`src/rtl/tuner_pkg.sv`:
```
// tuner_pkg: shared types and defaults for the tuner sequencer.
//   seq_state_t   - sequencer FSM states
//   STG_*         - 2-bit stage codes reported on err_stage
//   *_W_DEF       - default widths used by tuner_seq
//   stage_code()  - maps a working state to its stage code
package tuner_pkg;

  typedef enum logic [2:0] {
    ST_IDLE  = 3'd0,
    ST_LOAD  = 3'd1,
    ST_FFT   = 3'd2,
    ST_FREQ  = 3'd3,
    ST_DONE  = 3'd4,
    ST_ERROR = 3'd5
  } seq_state_t;

  localparam logic [1:0] STG_NONE = 2'd0;
  localparam logic [1:0] STG_LOAD = 2'd1;
  localparam logic [1:0] STG_FFT  = 2'd2;
  localparam logic [1:0] STG_FREQ = 2'd3;

  localparam int ADDR_W_DEF  = 11;
  localparam int DATA_W_DEF  = 10;
  localparam int RES_W_DEF   = 11;
  localparam int TO_W_DEF    = 16;
  localparam int FRAME_W_DEF = 16;

  function automatic logic [1:0] stage_code(input seq_state_t s);
    case (s)
      ST_LOAD: stage_code = STG_LOAD;
      ST_FFT:  stage_code = STG_FFT;
      ST_FREQ: stage_code = STG_FREQ;
      default: stage_code = STG_NONE;
    endcase
  endfunction

endpackage

```
`src/rtl/stage_watchdog.sv`:
```
// stage_watchdog: per-stage cycle counter.
//   clk, rst  - clock, synchronous active-high reset
//   clear     - restart the count (stage entry)
//   run       - count this cycle (a working stage is active)
//   expired   - this edge brings the count to 2^TO_W-1 while running
module stage_watchdog #(
  parameter int TO_W = 16
) (
  input  logic clk,
  input  logic rst,
  input  logic clear,
  input  logic run,
  output logic expired
);

  // One below all-ones: expiry is flagged combinationally on the cycle whose
  // closing edge would make the count reach 2^TO_W-1.
  localparam logic [TO_W-1:0] LAST = {{(TO_W-1){1'b1}}, 1'b0};

  logic [TO_W-1:0] cnt;

  always_ff @(posedge clk) begin
    if (rst || clear) cnt <= '0;
    else if (run)     cnt <= cnt + 1'b1;
  end

  assign expired = run && (cnt == LAST);

endmodule

```
`src/rtl/tuner_seq.sv`:
```
// tuner_seq: load -> FFT -> frequency-search sequencer owning the shared
// sample memory port.
//   clk, rst                 - clock, synchronous active-high reset
//   start/continuous/abort   - run control
//   busy/done/err/err_stage  - status; frame_cnt counts completed frames
//   load_*/fft_*/ff_*        - stage handshakes and their memory requests
//   mem_*                    - muxed memory port
//   result/result_valid      - last latched peak bin
module tuner_seq
  import tuner_pkg::*;
#(
  parameter int ADDR_W  = ADDR_W_DEF,
  parameter int DATA_W  = DATA_W_DEF,
  parameter int RES_W   = RES_W_DEF,
  parameter int TO_W    = TO_W_DEF,
  parameter int FRAME_W = FRAME_W_DEF
) (
  input  logic               clk,
  input  logic               rst,
  input  logic               start,
  input  logic               continuous,
  input  logic               abort,
  output logic               busy,
  output logic               done,
  output logic               err,
  output logic [1:0]         err_stage,
  output logic [FRAME_W-1:0] frame_cnt,
  output logic               load_go,
  input  logic               load_done,
  input  logic               load_we,
  input  logic [ADDR_W-1:0]  load_addr,
  input  logic [DATA_W-1:0]  load_wdata,
  output logic               fft_go,
  input  logic               fft_done,
  input  logic               fft_we,
  input  logic [ADDR_W-1:0]  fft_addr,
  input  logic [DATA_W-1:0]  fft_wdata,
  output logic               ff_go,
  input  logic               ff_done,
  input  logic [ADDR_W-1:0]  ff_addr,
  input  logic [RES_W-1:0]   ff_result,
  output logic               mem_we,
  output logic [ADDR_W-1:0]  mem_addr,
  output logic [DATA_W-1:0]  mem_wdata,
  output logic [RES_W-1:0]   result,
  output logic               result_valid
);

  seq_state_t state_q, state_d;
  logic       in_stage;
  logic       wd_clear;
  logic       wd_expired;
  logic       start_ok;

  assign in_stage = (state_q == ST_LOAD) || (state_q == ST_FFT) || (state_q == ST_FREQ);
  // Any state change restarts the watchdog, so every stage entry starts at 0.
  assign wd_clear = (state_d != state_q);
  assign start_ok = start && !abort && ((state_q == ST_IDLE) || (state_q == ST_ERROR));

  stage_watchdog #(.TO_W(TO_W)) u_wd (
    .clk     (clk),
    .rst     (rst),
    .clear   (wd_clear),
    .run     (in_stage),
    .expired (wd_expired)
  );

  // State register
  always_ff @(posedge clk) begin
    if (rst) state_q <= ST_IDLE;
    else     state_q <= state_d;
  end

  // Next state: abort beats stage done, stage done beats watchdog expiry.
  always_comb begin
    state_d = state_q;
    if (abort) begin
      state_d = ST_IDLE;
    end else begin
      case (state_q)
        ST_IDLE, ST_ERROR: if (start) state_d = ST_LOAD;
        ST_LOAD: begin
          if (load_done)       state_d = ST_FFT;
          else if (wd_expired) state_d = ST_ERROR;
        end
        ST_FFT: begin
          if (fft_done)        state_d = ST_FREQ;
          else if (wd_expired) state_d = ST_ERROR;
        end
        ST_FREQ: begin
          if (ff_done)         state_d = ST_DONE;
          else if (wd_expired) state_d = ST_ERROR;
        end
        // DONE always lasts one cycle, which gives load_go its low gap.
        ST_DONE: state_d = continuous ? ST_LOAD : ST_IDLE;
        default: state_d = ST_IDLE;
      endcase
    end
  end

  // Outputs: pure decode of the registered state
  always_comb begin
    load_go   = (state_q == ST_LOAD);
    fft_go    = (state_q == ST_FFT);
    ff_go     = (state_q == ST_FREQ);
    done      = (state_q == ST_DONE);
    busy      = in_stage || (state_q == ST_DONE);
    mem_we    = 1'b0;
    mem_addr  = '0;
    mem_wdata = '0;
    case (state_q)
      ST_LOAD: begin
        mem_we    = load_we;
        mem_addr  = load_addr;
        mem_wdata = load_wdata;
      end
      ST_FFT: begin
        mem_we    = fft_we;
        mem_addr  = fft_addr;
        mem_wdata = fft_wdata;
      end
      // Search only reads.
      ST_FREQ: mem_addr = ff_addr;
      default: ;
    endcase
  end

  // Status, result and frame bookkeeping
  always_ff @(posedge clk) begin
    if (rst) begin
      err          <= 1'b0;
      err_stage    <= STG_NONE;
      result       <= '0;
      result_valid <= 1'b0;
      frame_cnt    <= '0;
    end else begin
      if (start_ok) begin
        err       <= 1'b0;
        err_stage <= STG_NONE;
      end else if ((state_d == ST_ERROR) && (state_q != ST_ERROR)) begin
        err       <= 1'b1;
        err_stage <= stage_code(state_q);
      end
      if ((state_q == ST_FREQ) && (state_d == ST_DONE)) begin
        result       <= ff_result;
        result_valid <= 1'b1;
        frame_cnt    <= frame_cnt + 1'b1;
      end
    end
  end

endmodule

```
`config.mk`:
```
export PLATFORM = sky130hd
export DESIGN_NAME = tuner_seq
export DESIGN_NICKNAME = d
export VERILOG_FILES = /design/src/rtl/tuner_pkg.sv /design/src/rtl/stage_watchdog.sv /design/src/rtl/tuner_seq.sv
export SDC_FILE = /design/constraint.sdc
export NUM_CORES = 1
export LEC_CHECK = 0
export ABC_AREA = 1
export CORE_MARGIN = 2
export CORE_UTILIZATION = 23
export CTS_BUF_LIST = sky130_fd_sc_hd__clkbuf_16
export CTS_CLUSTER_SIZE = 25
export DETAILED_ROUTE_END_ITERATION = 7
export MAX_ROUTING_LAYER = met4
export PLACE_DENSITY_LB_ADDON = 0.3
export SETUP_SLACK_MARGIN = 0.4
export SLEW_MARGIN = 10
export SYNTH_ARGS = -nofsm -noshare
export SYNTH_HDL_FRONTEND = slang
export SYNTH_SLANG_ARGS = --single-unit
```
`constraint.sdc`:
```
create_clock -name clk -period 2.5 [get_ports clk]
set_clock_uncertainty 0.15 [all_clocks]
set_input_delay 0.25 -clock clk [delete_from_list [all_inputs] [get_ports clk]]
set_output_delay 0.25 -clock clk [all_outputs]
set_load 0.1 [all_outputs]
```
### Word level (Yosys, flattened, before mapping)

Cells that the tools add are included.

* register bits after elaboration: 50
* bits in latches: 0
* RAM bits: 0
* ROM bits: 0
* input bits: 74
* output and inout port bits: 58
* word-level logic and storage cells: 45
* memories: 0

* $add $sub $neg: 2
* multipliers: 0
* div/mod/pow operators: 0
* $lt $le $gt $ge: 0
* equal/unequal tests: 10
* shift operators: 0
* mux-type cells: 12
* bitwise operators: 0
* reduce and logical (&&, ||, !) cells: 14

Operators with widths (count)
* 11-bit one-hot mux with 3 select lines: 1
* 16-bit by 1-bit adder with 16-bit output, second input constant: 2
* 10-bit one-hot mux with 2 select lines: 1
* 3-bit two-way mux: 6
* 16-bit == test, second input constant: 1
* 3-bit one-hot mux with 5 select lines: 1
* 3-bit == test, second input constant: 4
* 3-bit by 2-bit == test with 1-bit output, second input constant: 2
* 2-bit one-hot mux with 3 select lines: 1
* 1-bit logical AND: 5
* 1-bit logical OR: 5
* 2-bit OR reduction: 2
* 3-bit by 1-bit == test with 1-bit output, second input constant: 1
* 3-bit logical NOT: 1
* 3-bit inequality test: 1
* 3-bit inequality test, second input constant: 1
* 1-bit one-hot mux with 2 select lines: 1
* 1-bit logical NOT: 1
* 1-bit two-way mux: 1

### Depth between registers and ports, before layout

* depth in word-level cells: 10
* gate-level depth with buffers: 15
* gate-level depth less buffers: 14

### By module

From an unflattened synthesis, not the netlist that was laid out.

* cells, all modules: 445
* area, all modules: 3029.2 sq um

By module, submodules not included
* tuner_seq: instances 1, cells each 319, area each 2169.6 sq um, sequential area each 680.7 sq um
* stage_watchdog: instances 1, cells each 126, area each 859.6 sq um, sequential area each 320.3 sq um

### Worst setup path after synthesis

Ideal clock, no wire load.

* path type: register -> output
* from: reg state_q[1]
* to: out mem_addr[10]
* arrival time: 2.672 ns
* required time: 2.100 ns
* setup slack: -0.572 ns
* cell stages (with the launch flop): 6
* path buffers: 1
* path through: dfxtp_1 nand2_2 nor2_4 buf_1 a22oi_1 nand2_1

* longest elaborated chain between the ends: 2
* elaborated cells on any way between the ends: 4
* those cells by class: eq/ne (3); mux (1)

Ends and longest elaborated chain
* from (decl): line tuner_seq.sv:49 `seq_state_t state_q, state_d;`
* from (signal assigned): line tuner_seq.sv:71 `else state_q <= state_d;`
* 3-bit by 2-bit == test with 1-bit output
* net fft_go: line tuner_seq.sv:33 `output logic fft_go,`
* 11-bit one-hot mux with 3 select lines: line tuner_seq.sv:111 `case (state_q)`
* to (decl): line tuner_seq.sv:43 `output logic [ADDR_W-1:0] mem_addr,`

The timed path passes the listed nets, and every way through them passes these cells.

### Worst setup path after layout

* from: reg state_q[0]
* to: out mem_addr[0]

* longest elaborated chain between the ends: 2
* elaborated cells on any way between the ends: 4
* those cells by class: eq/ne (3); mux (1)

Ends and longest elaborated chain (line)
* 3-bit by 2-bit == test with 1-bit output / 3-bit by 1-bit == test with 1-bit output (equally long branches): tuner_seq.sv:111
* 11-bit one-hot mux with 3 select lines (*): tuner_seq.sv:111

Every way passes the cells marked *; elsewhere a longest branch is shown, timed or not.

==> flow_summary.yaml <==
logic_synthesis:
  synth.area.top_cells: "dfxtp_1 (35%), nand2_1 (14%), nand4_1 (6.3%)"
  ys_seq_elements: 50
  synth_top_family_by_area: "simple AND/OR/NAND/NOR gates"
  yosys.area.top_type_share_pct: 34.6
  synth_nets: 492
  ys_async_sr_fraction_pct: 0
  ys_top_cells_by_count: "nand2_1 (106), dfxtp_1 (50), nor2_1 (34)"
  synthAdderAreaFrac_pct: 1.30
  synth_xor_xnor_area_share_pct: 8.48
  yosysMostFrequentCell: "nand2_1"
  synth_edf_count: 0
  yosysWarningCount: 0
  synthCells: 415
  synthSimpleGateAreaFrac_pct: 34.6
  synthMuxAreaShare_pct: 0
  synth_area_per_cell_um2: 6.96
  yosysSeqAreaShare_pct: 34.6
  synth_area_leader_cell: "dfxtp_1"
  synth_compound_area_share_pct: 12.9
  ys.flop_type: "dfxtp_1"
  yosysUniqueCellTypes: 29
  syn_area_um2: 2890
final_layout:
  fin_util_pct: 42.2
  drive_above_1_share_pct: 29.3
  layout.nets: 629
  diodes: 0
  syn_to_final_growth_pct: 77.4
  finalNonFillerCells: 721
  n_fill_cell: 1238
sta:
  worst_pin_slew_ns: 0.364
  worst_slack_ns: 0.416
  final_max_slew_viol_count: 0
  finalSetupViolCount: 0
  setup-tns-final_ns: 0
  timing.final.crit_share_pct: 83.3
  period_needed_ns: 2.08
  max_slew_margin_pct: 75.5
  rsz0062_at_grt: "true"
  hold_violations: 0
  fmax_mhz: 480
  hold_ws_ns: 0.303
power_and_ir_drop:
  vdd_drop_max_mv: 0.307
  power_density_nw_per_um2: 420
  p_leak_uw: 0.00201
worst_setup_path:
  worstSetupEndpointType: "primary output"
  arrival_ns: 1.68
  cp.required_ns: 2.10
  worstSetupStartpoint: "state_q[0]"
  r2r_start: "state_q[0]"
  slowest_stage: "dfxtp_2"
  crit_chain: "inv_2, nor2_4, nand2_2, clkinvlp_4, a22oi_1, nand2_2, buf_12"
  worst_setup_path_start_kind: "flop"
  r2r_slack_ns: 0.47
  crit_type: "reg2out"
  r2r_cells: 12
  crit_family: "buffers and inverters"
  crit_end: "mem_addr[0]"
  cp_max_fo: 6
  reg2reg_to: "frame_cnt[12]"
  crit_cells: 7
  slowest_delay_ns: 0.35
  crit_buf_inv: 3
  cpMostUsedCell: "nand2_2"
placement:
  portBuffers: 131
  gp_congestion: 0.870
  hpwl_um: 7010
  dpl.cell_count: 704
  pre_cts_slack_ns: 0.371
routing:
  ant_nets: 0
  vias_per_cell: 4.53
  drt_wl_total_um: 9780
  route.vias.total: 3263
  dr.pass1.iters: 4
  wire_per_inst_um: 13.6
  drc: 0
  drtIter0Drc: 106
floorplan:
  ios: 132
  initial_core_util_pct: 23.8
  die_area_um2: 13500
  core-area_um2: 12200
  num_rows: 40
  die_y_um: 116
  die_w_um: 116
clocking:
  clock_path_buffers: 2
  cts_tree: "yes"
  htree_levels: 2
  clkLatencyLatePin_ns: 0.29
  cts_sinks: 50
  clkTransAtPathRegs_ns: 0.07
  cts_root_buf: "clkbuf_16"
  cts_buffers: 5
global_route:
  grt_pass1_wl_um: 14600
  antenna_found_initial: 0
  grt_usage_pct: 13.6
  grt_overflow: 0
  grt_max_degree: 31
  grt_pass1_vias: 3097
run:
  maxCapViolCount: 0
run_status:
  status: "completed"
worst_hold_path:
  hp-class: "reg2reg"
-- layout by cell type, fill, tap and decap left out, drive strengths merged --
master           n
o22a             1
clkbuf           7
xor2            19
a22o            11
o21ai            5
bufinv           2
xnor2            9
clkinv           1
o31ai            1
clkdlybuf4s50   73
a22oi            8
buf             73
dfxtp           50
nand3           29
nand4           29
nor2            46
o21bai           1
a21oi           31
clkinvlp         2
inv             34
nand2          113
ha               3
nor3             5
-- final cells by class --
type / instances / area, µm² / share of cell area, %
multi-input cells: 311 / 1850 / 36.1
repair buffers: 148 / 1720 / 33.5
flip-flops and latches: 50 / 1020 / 19.9
well taps: 168 / 210 / 4.10
inverters: 35 / 135 / 2.63
clock buffers: 5 / 125 / 2.44
clock inverters: 3 / 63.8 / 1.24
repair inverters: 1 / 7.51 / 0.146
-- logic make-up (layout without fill, tap and decap cells) --
kind of cell             count (synthesis)  in the layout
AND/OR/NAND/NOR                        221            222
flip-flops                              50             50
XOR/XNOR                                28             28
AO/OA/AOI/OAI                           58             58
adder cells (fa/ha/maj)                  3              3
buffers and inverters                   55            192
-- registers in the layout (all words and copies together) (netlist names) --
| register | flops |
|---|---|
| frame_cnt | 16 |
| result_valid | 1 |
| err_stage | 2 |
| u_wd.cnt | 16 |
| state_q | 3 |
| err | 1 |
| result | 11 |
-- power by group --
group	leakage [µW]	switching [µW]	internal [µW]
combinational	0.00151	270	218
sequential	0.000409	4.70	798
clock	0.0000915	292	570
-- worst min-delay path by stage --
stage,slack (ns),depth (start not counted),end,start
5_1_grt,0.33,2,result_valid,result_valid
3_3_place_gp,0.29,2,result_valid,result_valid
6_report,0.30,2,result_valid,result_valid
2_1_floorplan,0.27,3,frame_cnt[1],rst
3_5_place_dp,0.30,2,result_valid,result_valid
4_1_cts,0.31,2,result_valid,result_valid
-- routing by layer --
metal | up-vias | part of all wire [%] | track usage (%)
li1 | 1648 | - | -
met1 | 1489 | 42 | 16.0
met2 | 119 | 49 | 23.7
met3 | 7 | 8.2 | 3.27
met4 | 0 | 0.66 | 2.86
met5 | - | 0 | -
-- worst register-to-register path: stages, from the launching register on --
cell and delay, ns:
dfxtp_2 0.37, inv_2 0.09, nor2_4 0.14, nand2_2 0.09, inv_2 0.08, nand2_1 0.06
nand3_1 0.08, nand2_2 0.09, a21oi_4 0.25, nand3_4 0.16, clkbuf_16 0.20, nand2_1 0.06
a21oi_1 0.06
-- through the flow --
stage | power (µW) | area, µm²
2_1_floorplan | 1050 | 2970
3_3_place_gp | 1280 | 4640
3_5_place_dp | 1280 | 4640
4_1_cts | 2150 | 4860
5_1_grt | 2240 | 5130
6_report | 2150 | 5130
-- timing repair --
action,4_1_cts,5_1_grt
buffers inserted,0,4
resized for setup,9,39
pin swaps,0,8
hold buffers,0,0
setup endpoints to repair,34,69
gates cloned,1,4
Power figures use the tool's default switching activity.
